### config.mk
export PLATFORM = sky130hd
export DESIGN_NAME = seg_display_arbiter
export DESIGN_NICKNAME = d
export VERILOG_FILES = /design/src/rtl/seg_display_arbiter.sv
export SDC_FILE = /design/constraint.sdc
export NUM_CORES = 1
export LEC_CHECK = 0
export ABC_CLOCK_PERIOD_IN_PS = 6010
export BUFFER_PORTS_ARGS = -buffer_cell sky130_fd_sc_hd__buf_2
export CORE_MARGIN = 1.5
export CORE_UTILIZATION = 58
export DETAILED_ROUTE_END_ITERATION = 8
export GPL_TIMING_DRIVEN = 0
export PLACE_DENSITY = 0.83
export RECOVER_POWER = 100
export SETUP_SLACK_MARGIN = 0.4
export SLEW_MARGIN = 25
export SYNTH_ARGS = -nofsm -noshare
export SYNTH_HDL_FRONTEND = slang
export SYNTH_SLANG_ARGS = --single-unit
export TNS_END_PERCENT = 50
### constraint.sdc
create_clock -name clk -period 6.01 [get_ports clk]
set_input_delay 1.202 -clock clk [delete_from_list [all_inputs] [get_ports clk]]
set_output_delay 1.202 -clock clk [all_outputs]
set_load 0.01 [all_outputs]
### src/rtl/seg_display_arbiter.sv
// Round-robin arbiter sharing one 7-segment output between two pattern requesters.
// Each grant is shown for a sampled dwell time, then blanked for a fixed gap.
module seg_display_arbiter #(
  parameter int unsigned DWELL_W    = 16,
  parameter int unsigned GAP_CYCLES = 2
) (
  input  logic               clk,
  input  logic               rst,
  input  logic [1:0]         req_valid,
  input  logic [15:0]        req_seg,
  output logic [1:0]         req_ready,
  input  logic [DWELL_W-1:0] dwell_len,
  input  logic               hold,
  output logic [7:0]         seg_out,
  output logic               busy,
  output logic               owner
);

  localparam int unsigned GapW = (GAP_CYCLES > 0) ? $clog2(GAP_CYCLES + 1) : 1;
  localparam logic [GapW-1:0] GapLoad = (GAP_CYCLES > 0) ? GapW'(GAP_CYCLES - 1) : '0;

  typedef enum logic [1:0] {StIdle, StShow, StGap} state_e;

  state_e             state_q, state_d;
  logic [DWELL_W-1:0] dwell_q, dwell_d;
  logic [GapW-1:0]    gap_q, gap_d;
  logic [7:0]         seg_q, seg_d;
  logic               busy_q, busy_d;
  logic               owner_q, owner_d;
  logic               last_q, last_d;

  logic               grant_vld;
  logic               grant_idx;
  logic               fire;
  logic [7:0]         grant_seg;

  // Grant selection: a lone requester wins outright, a tie goes to the one not served last.
  always_comb begin
    grant_vld = 1'b0;
    grant_idx = 1'b0;
    if (state_q == StIdle && !hold && !rst) begin
      case (req_valid)
        2'b01: begin grant_vld = 1'b1; grant_idx = 1'b0;    end
        2'b10: begin grant_vld = 1'b1; grant_idx = 1'b1;    end
        2'b11: begin grant_vld = 1'b1; grant_idx = ~last_q; end
        default: ;
      endcase
    end
  end

  // Output process: the only combinational output is the accept vector.
  always_comb begin
    req_ready = {grant_vld & grant_idx, grant_vld & ~grant_idx};
  end

  assign fire      = |(req_valid & req_ready);
  assign grant_seg = grant_idx ? req_seg[15:8] : req_seg[7:0];

  always_comb begin
    state_d = state_q;
    dwell_d = dwell_q;
    gap_d   = gap_q;
    seg_d   = seg_q;
    busy_d  = busy_q;
    owner_d = owner_q;
    last_d  = last_q;
    unique case (state_q)
      StIdle: begin
        if (fire) begin
          state_d = StShow;
          seg_d   = grant_seg;
          owner_d = grant_idx;
          last_d  = grant_idx;
          busy_d  = 1'b1;
          // A zero dwell is treated as a one-cycle dwell.
          dwell_d = (dwell_len == '0) ? '0 : dwell_len - DWELL_W'(1);
        end
      end
      StShow: begin
        if (!hold) begin
          if (dwell_q == '0) begin
            seg_d = 8'h00;
            if (GAP_CYCLES > 0) begin
              state_d = StGap;
              gap_d   = GapLoad;
            end else begin
              state_d = StIdle;
              busy_d  = 1'b0;
            end
          end else begin
            dwell_d = dwell_q - DWELL_W'(1);
          end
        end
      end
      StGap: begin
        if (!hold) begin
          if (gap_q == '0) begin
            state_d = StIdle;
            busy_d  = 1'b0;
          end else begin
            gap_d = gap_q - GapW'(1);
          end
        end
      end
      default: state_d = StIdle;
    endcase
  end

  always_ff @(posedge clk) begin
    if (rst) begin
      state_q <= StIdle;
      dwell_q <= '0;
      gap_q   <= '0;
      seg_q   <= 8'h00;
      busy_q  <= 1'b0;
      owner_q <= 1'b0;
      last_q  <= 1'b1;
    end else begin
      state_q <= state_d;
      dwell_q <= dwell_d;
      gap_q   <= gap_d;
      seg_q   <= seg_d;
      busy_q  <= busy_d;
      owner_q <= owner_d;
      last_q  <= last_d;
    end
  end

  assign seg_out = seg_q;
  assign busy    = busy_q;
  assign owner   = owner_q;

endmodule

### Word-level counts from Yosys, hierarchy flattened

Index checks and enable logic that the tools add are counted.

* flip-flop bits (word level): 31
* bits of input ports: 37
* word-level logic and storage cells: 75

* $add $sub $neg: 3
* equal/unequal tests: 12
* muxes and demuxes: 29
* bitwise gates (word level): 5
* reduce and logical (&&, ||, !) cells: 19

Operator list (count)
* 2-to-1 mux 16 bit: 4
* zero test 16 bit: 2
* 2-to-1 mux 8 bit: 4
* case mux 16 bit (2 select lines): 1
* subtractor 16 x 1 -> 16 bit, second input constant: 2
* 2-to-1 mux 2 bit: 9
* case mux 8 bit (2 select lines): 1
* != test 2 bit, second input constant: 7
* AND reduction 4 bit: 3
* AND reduction 5 bit: 2
* == test 2 bit, second input constant: 3
* 2-to-1 mux 1 bit: 6
* case mux 2 bit (3 select lines): 1
* nonzero test 2 bit: 3
* == test 2 x 1 -> 1 bit, second input constant: 2
* zero test 2 bit: 2
* case mux 1 bit (2 select lines): 2
* case mux 2 bit (2 select lines): 1
* OR reduction 3 bit: 1
* bitwise AND 1 bit: 2
* bitwise AND 2 bit: 1
* logical AND 1 bit: 2
* zero test 1 bit: 2
* NOT 1 bit: 2
* other kinds (3): 3

### Logic depth before layout (Yosys ltp)

Gate-level depths: netlist of run 1.

* depth after elaboration: 10
* gate-level depth with buffers: 8
* mapped depth without buffers: 7

### Worst setup path after synthesis of run 1

OpenSTA, ideal clock, no wires.

* path type: input to output
* from: input rst
* to: output req_ready[1]
* arrival: 2.168 ns
* slack: 2.640 ns
* cell stages on the path: 5
* buffers on the path: 2
* path through: buf_2 > nor4_2 > nand3_1 > buf_1 > inv_1

* cells in the longest elaborated chain, start to end: 4
* elaborated cells between the ends (all ways): 5
* those cells by class: mux (2); bitwise (1); reduce/logical (2)

RTL lines
* start: declaration: RTL line 8 `input logic rst,`
* zero test 1 bit *: RTL line 41 `if (state_q == StIdle && !hold && !rst) begin`
* logical AND 1 bit *: RTL line 41
* 2-to-1 mux 1 bit: RTL line 41
* bitwise AND 1 bit *: RTL line 53 `req_ready = {grant_vld & grant_idx, grant_vld & ~grant_idx};`
* end: declaration: RTL line 11 `output logic [1:0] req_ready,`

Mark *: on every way between the ends. The rest lies on a longest branch, timed or not.

### Final worst setup path of run 1

Same ends and word-level chain as after synthesis.

==> impl_metrics.tcl, run 1 <==
set metrics [dict create \
    status "complete, no violations" \
    syn_area_per_cell_um2 8.37 \
    irDropWorstVdd_mv 0.204 \
    max-cap-violations 0 \
    fin_skew_ps 7.47 \
    hold_depth 2 \
    netlist-cell-type-count 60 \
    ys_seq_area_share_pct 29.9 \
    period_minus_slack_ps 4050 \
    p_leak_nw 0.973 \
    dp_hpwl_um 3990 \
    top_layer "met4" \
    cts_buffers 5 \
    detail_route.wl_per_cell_um 15.3 \
    dieArea_mm2 0.00395 \
    synth-simple-area-share_pct 26.7 \
    root_buffer "clkbuf_4" \
    wirelength_um 5350 \
    initialDrtViolationCount 200 \
    drt-vias-per-instance 6.14 \
    dr.pass1.iters 4 \
    grt_max_degree 11 \
    ys_warn_count 0 \
    max_slew_margin_pct 9.85 \
    cts_num_sinks 31 \
    timing.final.hold_violations 0 \
    synth_ff_type "dfxtp_1" \
    synth_top_area_cell "dfxtp_1" \
    start_util_pct 61.2 \
    p_int_w 0.000321 \
    die_h_um 62.8 \
    yosysTopAreaCellShare_pct 29.9 \
    grt_pass1_wl_um 9140 \
    seqPwrFrac_pct 46.8 \
    critPathLaunchType "input pin" \
    cts_tree "yes" \
    synthArstFlopShare_pct 0 \
    final_nets 345 \
    fmax_ghz 0.247 \
    cp.arrival_ps 2850 \
    path_clk_slew_ps 110 \
    syn-num-nets 290 \
    fin_area_mm2 0.00236 \
    synth_compound_area_share_pct 26.7 \
    fin_setup_tns_ps 0 \
    grt_pass1_vias 1963 \
    cp-end-kind "output pin" \
    synth_area_leaders "dfxtp_1 (30%), nor2_1 (4.2%), a21oi_1 (3.9%), mux2i_1 (3.9%), nand2_1 (3.8%)" \
    syn-instance-count 248 \
    wl_met1_um 2340 \
    antenna_found_initial 0 \
    place_area_mm2 0.00237 \
    port_buffers 48 \
    syn_area_mm2 0.00208 \
    cts-htree-levels 2 \
    ioPinCount 49 \
    fill_cells 291 \
    insertion_delay_ps 330 \
    syn2layout_area_growth_pct 13.6 \
    grt_use_total_pct 28.7 \
    combPwrFrac_pct 29.3 \
    synth_fa_ha_area_share_pct 3.01 \
    fp.coreArea_mm2 0.00339 \
    die_w_um 62.8 \
    setup_violations 0 \
    drv_slew 0 \
    postCtsHoldBufs 0 \
    synth_top_family_by_area "compound AO/OA/AOI/OAI gates" \
    synth-seq-cells 31 \
    required_ps 4810 \
    hold_class "reg -> reg" \
    reg2reg_depth 6 \
    synth_xor_area_share_pct 4.64 \
    layout-drive-gt1-share_pct 18.8 \
    worstSetupPathType "in -> out" \
    clockBufferDepth 2 \
    ant_nets 0 \
    drc 0 \
    switchingPower_w 0.000179 \
    std_cell_rows 21 \
    wl_met3_um 439 \
    gp_congestion 0.927 \
    synth_mux_area_share_pct 3.86 \
    n_antenna_cell 0 \
    finalCritPeriodShare_pct 67.3 \
    path_max_fanout 10 \
    gr-total-overflow 0 \
    p_sw_share_pct 35.7 \
    cts_resized 0 \
    grt_setup_unrepaired "no" \
    dr_wl_met2_um 2500 \
    synth_edf_count 0 \
    post_cts_buffers 0 \
    pwr-share-clk_pct 23.9 \
    vias 2149 \
    tightest_slew_ps 1340 \
    power_density_mw_per_mm2 212 \
]
[synth_stat cells, types with 3 or more instances]
cell type	number
a21oi_1	16
a31oi_1	7
clkbuf_1	5
dfxtp_1	31
ha_1	5
inv_1	13
mux2i_1	8
nand2_1	21
nand2b_1	3
nand3_1	7
nand4_1	6
nor2_1	23
nor4_1	3
nor4_2	5
o211ai_1	3
o21ai_0	9
o21ai_1	4
o22ai_1	3
o2bb2ai_1	8
o31ai_1	3
or4_1	4
xnor2_1	6
xor2_1	5
[final timing paths]
path                                         startpoint  slack, ps                       end
worst max-delay path                                rst       1960              req_ready[1]
worst min-delay path                 owner$_SDFFE_PP0P_        460        owner$_SDFFE_PP0P_
worst max register to register  dwell_q[0]$_SDFFE_PP0P_       3920  dwell_q[14]$_SDFFE_PP0P_
worst min register to register       owner$_SDFFE_PP0P_        460        owner$_SDFFE_PP0P_
[cell families after synthesis]
| group | count (synthesis) |
|---|---|
| and+or+nand+nor | 94 |
| xor gates and xnor gates | 11 |
| adders and majority gates | 5 |
| buffers and inverters | 24 |
| AOI/OAI and AO/OA | 75 |
| DFF | 31 |
| muxes | 8 |
[state kept, by name (all words and copies together) (netlist names)]
| signal | count |
|---|---|
| last_q | 1 |
| owner | 1 |
| seg_out | 8 |
| state_q | 2 |
| gap_q | 2 |
| busy | 1 |
| dwell_q | 16 |
[layer usage]
metal  vias to the layer above  track usage [%]
met5                         -                0
met4                         0             6.94
met3                        10             5.95
met2                        89             47.6
met1                       998             38.3
li1                       1052                -
[layout make-up]
class	instances	area [µm²]	share of cell area (%)
clock buffers	5	37.5	1.59
plain buffers	10	46.3	1.96
repair buffers	48	223	9.44
multi-input cells	193	1310	55.4
well taps	46	57.6	2.44
clock inverters	3	15.0	0.637
flip-flops and latches	31	621	26.3
inverters	14	52.6	2.23
[critical path, cell delays in order]
cell and delay (ps):
buf_2 100, clkbuf_1 240, nor4_1 490, nand3_1 200, clkbuf_1 330, inv_1 130, clkbuf_1 150
[placed cells by master (no fill, tap or decap), types with 5 or more instances in the layout]
| master | netlist | layout |
|---|---|---|
| nor4_1 | 3 | 5 |
| xnor2_1 | 6 | 6 |
| a21oi_1 | 16 | 16 |
| buf_2 | 2 | 35 |
| o21ai_0 | 9 | 9 |
| clkbuf_1 | 5 | 22 |
| clkbuf_4 | 0 | 5 |
| nand3_1 | 7 | 7 |
| xor2_1 | 5 | 5 |
| nand2_1 | 21 | 21 |
| dfxtp_1 | 31 | 31 |
| o2bb2ai_1 | 8 | 8 |
| nor2_1 | 23 | 23 |
| mux2i_1 | 8 | 8 |
| a31oi_1 | 7 | 7 |
| nand4_1 | 6 | 6 |
| ha_1 | 5 | 5 |
| inv_1 | 13 | 13 |
[metrics by stage]
step	total power [W]	worst slack, ps	hold slack (ps)	utilization (%)	cells
final	0.000500	1960	461	69.6	350
after detailed placement	0.000388	2240	445	70.0	342
after global placement	0.000384	2310	441	70.0	342
after global routing	0.000529	1640	480	69.6	350
after CTS	0.000504	2240	461	71.6	350
after floorplan	0.000338	2640	450	-	248
[power groups by stage]
stage	Sequential, W	Combinational [W]	Clock [W]
finish	0.000234	0.000147	0.000120
global route	0.000236	0.000163	0.000130
CTS	0.000233	0.000151	0.000120
detailed placement	0.000238	0.000149	0
global placement	0.000238	0.000147	0
floorplan	0.000238	0.0000999	0
Note: power is estimated with default switching activity, not from simulation.
==> run 2: changes to the inputs <==
--- a/config.mk
+++ b/config.mk
@@ -5,13 +5,14 @@
 export SDC_FILE = /design/constraint.sdc
 export NUM_CORES = 1
 export LEC_CHECK = 0
-export ABC_CLOCK_PERIOD_IN_PS = 6010
+export ABC_AREA = 1
+export ABC_CLOCK_PERIOD_IN_PS = 3300
 export BUFFER_PORTS_ARGS = -buffer_cell sky130_fd_sc_hd__buf_2
 export CORE_MARGIN = 1.5
-export CORE_UTILIZATION = 58
+export CORE_UTILIZATION = 50
 export DETAILED_ROUTE_END_ITERATION = 8
 export GPL_TIMING_DRIVEN = 0
-export PLACE_DENSITY = 0.83
+export PLACE_DENSITY = 0.75
 export RECOVER_POWER = 100
 export SETUP_SLACK_MARGIN = 0.4
 export SLEW_MARGIN = 25
==> constraint.sdc (replaced) <==
create_clock -name clk -period 3.3 [get_ports clk]
set_input_delay 0.66 -clock clk [delete_from_list [all_inputs] [get_ports clk]]
set_output_delay 0.66 -clock clk [all_outputs]
set_load 0.01 [all_outputs]
==> run 2 against run 1 <==
  * Clock skew up 1.1 ps
  * Area after synthesis up 14%
  * Clock power rose to 3.3 times the previous value
  * Largest power group is now combinational logic
  * Wire length up 12%
  * Register-to-register slack worse by 2400 ps
  * Utilization down 7.8 points
  * Sequential cell count unchanged
  * Final cell count up 50%
  * Sequential share of layout area down 3.8 points
==> impl_metrics.tcl, run 2 <==
set metrics [dict create \
    status "complete, no violations" \
    largest_reg_flops 16 \
    clockBufferDepth 2 \
    vias 2621 \
    start_util_pct 53.1 \
    cts_num_sinks 31 \
    port_buffers 47 \
    grt_use_total_pct 24.4 \
    synth.most_common_cell "nand2_1" \
    pre_cts_ws_ps 1130 \
    gr-total-overflow 0 \
    synth_top_cells_by_count "nand2_1 (122), nor2_1 (90), inv_1 (48), nand3_1 (32), dfxtp_1 (31)" \
    syn2layout_area_growth_pct 16.3 \
    post_cts_buffers 0 \
    grt_max_degree 11 \
    r2r_slack_ps 1550 \
    dp_hpwl_um 4650 \
    ys_warn_count 0 \
    die_h_um 71.9 \
    ant_nets 0 \
    cpMostUsedCell "nor2_1" \
    grt_pass1_vias 2322 \
    synth_edf_count 0 \
    cp_slowest_cell "clkbuf_1" \
    grt_setup_unrepaired "no" \
    tightest_slew_ps 482 \
    setup_ws_ps 924 \
    path_cells "clkbuf_1 -> nor2_1 -> nand2_1 -> nor2_1 -> clkbuf_1 -> nor2_1 -> buf_2" \
    synthArstFlopShare_pct 0 \
    path_max_fanout 10 \
    multi_input_area_mm2 0.00149 \
    insertion_delay_ps 280 \
    irDropWorstVdd_mv 0.202 \
    cp-end-kind "output pin" \
    die_w_um 71.9 \
    place_area_mm2 0.00268 \
    cts_tree "yes" \
    path_clk_slew_ps 70 \
    syn_area_mm2 0.00237 \
    root_buffer "clkbuf_8" \
    power.total_w 0.00142 \
    fin_area_mm2 0.00276 \
    worstSetupPathType "in -> out" \
    fmax_ghz 0.421 \
    drv_slew 0 \
    netlist-cell-type-count 26 \
    grt_pass1_wl_um 10100 \
    yosysTopAreaCellShare_pct 26.1 \
    drc 0 \
    regArea_um2 621 \
    required_ps 2640 \
    period_minus_slack_ps 2380 \
    std_cell_rows 24 \
    syn_area_per_cell_um2 5.68 \
    layout-drive-gt1-share_pct 13.3 \
    layout_common_cells "nand2_1 (123), nor2_1 (94), inv_1 (50)" \
    setup_violations 0 \
    synth-seq-cells 31 \
    fill_cells 464 \
    cp.arrival_ps 1720 \
    regMostFlops "dwell_q" \
    wirelength_um 6010 \
    synth_ff_type "dfxtp_1" \
    syn-instance-count 418 \
    n_antenna_cell 0 \
    utilization_pct 61.7 \
    finalCritPeriodShare_pct 72.0 \
    synth_top_area_cell "dfxtp_1" \
    drt-vias-per-instance 4.99 \
    ioPinCount 49 \
    fin_skew_ps 8.60 \
    antenna_found_initial 0 \
    final_nets 514 \
    ys_seq_area_share_pct 26.1 \
    cts-htree-levels 2 \
    p_leak_nw 1.42 \
    slowest_delay_ps 340 \
    fp.coreArea_mm2 0.00447 \
    power_density_mw_per_mm2 512 \
    synth_area_leaders "dfxtp_1 (26%), nand2_1 (19%), nor2_1 (14%), inv_1 (7.6%), nand3_1 (6.7%)" \
    critPathLaunchType "input pin" \
    timing.final.hold_violations 0 \
    postCtsHoldBufs 0 \
    gp_congestion 0.869 \
    hold_class "reg -> reg" \
    dieArea_mm2 0.00517 \
    dr.pass1.iters 5 \
    cts_buffers 5 \
    max_slew_margin_pct 67.9 \
    fin_setup_tns_ps 0 \
    cts_resized 0 \
    final_common_cell "nand2_1" \
    max-cap-violations 0 \
    initialDrtViolationCount 121 \
    detail_route.wl_per_cell_um 11.4 \
    syn-num-nets 460 \
]
-- run 2: cell count changes after synthesis, moves of 8 or more --
| cell | delta |
|---|---|
| nand2_1 | +101 |
| nor2_1 | +67 |
| inv_1 | +35 |
| nand3_1 | +25 |
| o21ai_0 | +11 |
| nor2_2 | +10 |
| mux2i_1 | -8 |
| o2bb2ai_1 | -8 |
-- run 2: metrics by stage --
| stage | hold WS, ps | instances |
|---|---|---|
| floorplan | 429 | 418 |
| global placement | 444 | 517 |
| detailed placement | 449 | 517 |
| CTS | 462 | 525 |
| global route | 486 | 525 |
| finish | 463 | 525 |
-- run 2: path summary, 6_finish.rpt --
path | from | endpoint | cells past startpoint
worst min register to register | seg_out[1]$_SDFFE_PP0P_ | seg_out[1]$_SDFFE_PP0P_ | 2
worst max-delay path | hold | req_ready[0] | 7
worst max register to register | dwell_q[0]$_SDFFE_PP0P_ | dwell_q[11]$_SDFFE_PP0P_ | 10
worst min-delay path | seg_out[1]$_SDFFE_PP0P_ | seg_out[1]$_SDFFE_PP0P_ | 2
-- run 2: report_power, final --
| part | switching, W | internal, W |
|---|---|---|
| Combinational | 0.000363 | 0.000194 |
| Sequential | 0.0000434 | 0.000424 |
| Clock | 0.000147 | 0.000244 |
-- run 2: per-layer routing --
| layer | share of wire, % | up-vias | GRT usage (%) |
|---|---|---|---|
| li1 | - | 1414 | - |
| met1 | 49 | 1102 | 32.3 |
| met2 | 43 | 99 | 39.9 |
| met3 | 6.6 | 6 | 5.00 |
| met4 | 1.1 | 0 | 7.55 |
| met5 | 0 | - | 0 |
-- run 2: final cells by class --
class,instances,share of cell area (%)
Multi-Input combinational cell,327,53.8
Sequential cell,31,22.5
Timing Repair Buffer,47,8.02
Inverter,52,7.07
Clock buffer,6,2.99
Tap cell,52,2.36
Buffer,8,1.99
Clock inverter,2,1.27
-- run 2: critical path: cells and delay by family --
family	cells	cell delay (ps)
and+or+nand+nor	4	460
buffers and inverters	3	600
-- run 2: cells by family after synthesis --
| family | after synthesis | share of synthesized area (%) |
|---|---|---|
| AOI/OAI and AO/OA | 53 | 12.1 |
| xor gates and xnor gates | 7 | 2.58 |
| adders and majority gates | 5 | 2.63 |
| buffers and inverters | 60 | 10.7 |
| DFF | 31 | 26.1 |
| and+or+nand+nor | 262 | 45.9 |
==> run 3: changes to the inputs <==
--- a/config.mk
+++ b/config.mk
@@ -5,14 +5,14 @@
 export SDC_FILE = /design/constraint.sdc
 export NUM_CORES = 1
 export LEC_CHECK = 0
-export ABC_AREA = 1
-export ABC_CLOCK_PERIOD_IN_PS = 3300
+export ABC_AREA = 0
+export ABC_CLOCK_PERIOD_IN_PS = 2500
 export BUFFER_PORTS_ARGS = -buffer_cell sky130_fd_sc_hd__buf_2
 export CORE_MARGIN = 1.5
-export CORE_UTILIZATION = 50
+export CORE_UTILIZATION = 54
 export DETAILED_ROUTE_END_ITERATION = 8
 export GPL_TIMING_DRIVEN = 0
-export PLACE_DENSITY = 0.75
+export PLACE_DENSITY = 0.78
 export RECOVER_POWER = 100
 export SETUP_SLACK_MARGIN = 0.4
 export SLEW_MARGIN = 25
==> constraint.sdc (replaced) <==
create_clock -name clk -period 2.5 [get_ports clk]
set_input_delay 0.5 -clock clk [delete_from_list [all_inputs] [get_ports clk]]
set_output_delay 0.5 -clock clk [all_outputs]
set_load 0.01 [all_outputs]
==> run 3 against run 2 <==
  * Design area fell by 8.2%
  * Die area shrank 18%
  * Largest cell class unchanged
  * Register-to-register slack worse by 1200 ps
  * Power is 4.9% higher
  * Worst hold slack improved by 3.5 ps
  * First-iteration DRC count grew 22%
  * Via count is 16% lower
  * Final cell count fell by 32%
  * Sequential power grew 22%
  * Critical path type is now reg -> reg
==> impl_metrics.tcl, run 3 (same netlist as run 1, synthesis figures left out) <==
set metrics [dict create \
    fin_setup_tns_ps 0 \
    fin_cells 357 \
    die_h_um 65 \
    path_max_fanout 10 \
    antenna_found_initial 0 \
    pre_cts_ws_ps 185 \
    insertion_delay_ps 290 \
    crit_family "compound AO/OA/AOI/OAI gates" \
    drc 0 \
    drv_slew 0 \
    regArea_um2 626 \
    port_buffers 48 \
    regMostFlops "dwell_q" \
    setup_ws_ps 331 \
    ant_nets 0 \
    cts-htree-levels 2 \
    n_antenna_cell 0 \
    timing.final.hold_violations 0 \
    setup_violations 0 \
    max_slew_margin_pct 61.5 \
    fp.coreArea_mm2 0.00369 \
    cts_buffers 5 \
    die_w_um 65 \
    root_buffer "clkbuf_8" \
    tightest_slew_ps 574 \
    syn2layout_area_growth_pct 22.2 \
    fill_cells 319 \
    fmax_ghz 0.461 \
    gr-total-overflow 0 \
    std_cell_rows 22 \
    place_area_mm2 0.00238 \
    p_leak_nw 1.05 \
    fin_area_mm2 0.00254 \
    power_density_mw_per_mm2 585 \
    hold_class "reg -> reg" \
    dp_hpwl_um 3980 \
    period_minus_slack_ps 2170 \
    grt_setup_unrepaired "no" \
    irDropWorstVdd_mv 0.349 \
    dr.pass1.iters 5 \
    dieArea_mm2 0.00423 \
    gp_congestion 0.887 \
    grt_use_total_pct 27.7 \
    largest_reg_flops 16 \
    fin_skew_ps 6.76 \
    start_util_pct 56.3 \
    dp.cells 344 \
    clockBufferDepth 2 \
    max-cap-violations 0 \
    cts_tree "yes" \
    cp.arrival_ps 2350 \
    slowest_delay_ps 460 \
    grt_max_degree 11 \
    status "complete, no violations" \
    final_common_cell "buf_2" \
    cts_num_sinks 31 \
    path_clk_slew_ps 70 \
    path_cells "inv_1 -> ha_1 -> nor4b_1 -> and4_1 -> a21oi_2 -> o21ai_1 -> a311o_1" \
    grt_pass1_wl_um 8960 \
    required_ps 2680 \
    multi_input_area_mm2 0.00135 \
    drt-vias-per-instance 6.15 \
    postCtsHoldBufs 0 \
    final_nets 350 \
    cp-end-kind "register" \
    wirelength_um 5670 \
    worstPathBufferInverterCount 1 \
    grt_pass1_vias 1907 \
    cp_slowest_cell "a21oi_2" \
    detail_route.wl_per_cell_um 15.9 \
    worstSetupPathType "reg -> reg" \
    initialDrtViolationCount 148 \
    critPathLaunchType "register" \
    ioPinCount 49 \
    layout-drive-gt1-share_pct 22.7 \
    vias 2197 \
    finalCritPeriodShare_pct 86.8 \
    layout_common_cells "buf_2 (38), dfxtp_1 (29), nor2_1 (23)" \
]
==> run 3: routing by layer <==
metal / track usage [%] / vias up / wire length [µm]
met2: 43.3 / 92 / 2660
met5: 0 / - / 0
met4: 8.24 / 0 / 99
met3: 7.99 / 13 / 448
met1: 37.0 / 1037 / 2460
li1: - / 1055 / -
==> run 3: path summary, 6_finish.rpt <==
check / depth (start not counted) / slack (ps) / to / start
max: 7 / 330 / dwell_q[9]$_SDFFE_PP0P_ / dwell_q[0]$_SDFFE_PP0P_
min: 1 / 470 / seg_out[0]$_SDFFE_PP0P_ / seg_out[0]$_SDFFE_PP0P_
min reg2reg: 1 / 470 / seg_out[0]$_SDFFE_PP0P_ / seg_out[0]$_SDFFE_PP0P_
max reg2reg: 7 / 330 / dwell_q[9]$_SDFFE_PP0P_ / dwell_q[0]$_SDFFE_PP0P_
==> run 3: report_power, final <==
group / switching (W) / internal [W]
Clock: 0.000205 / 0.000322
Combinational: 0.000225 / 0.000163
Sequential: 0.0000392 / 0.000530
Total: 0.000469 / 0.00102
==> run 3: layout make-up <==
| type | instances | share of cell area (%) |
|---|---|---|
| inverters | 14 | 2.07 |
| repair buffers | 53 | 10.4 |
| flip-flops and latches | 31 | 24.7 |
| multi-input cells | 193 | 53.3 |
| clock buffers | 6 | 3.26 |
| plain buffers | 10 | 2.57 |
| clock inverters | 2 | 1.38 |
| well taps | 48 | 2.37 |
==> run 3: timing repair <==
item                       4_1_cts  5_1_grt
gates resized for setup          4       11
pin swaps                        1        2
setup endpoints to repair        2       10
buffers inserted                 0        5
==> run 3: metrics by stage <==
step           hold slack [ps]  utilization (%)  power (W)
6_report                   467             68.8    0.00148
3_5_place_dp               447             64.4   0.000932
4_1_cts                    460             68.1    0.00146
2_1_floorplan              450                -   0.000813
5_1_grt                    487             68.8    0.00155
3_3_place_gp               439             64.4   0.000926
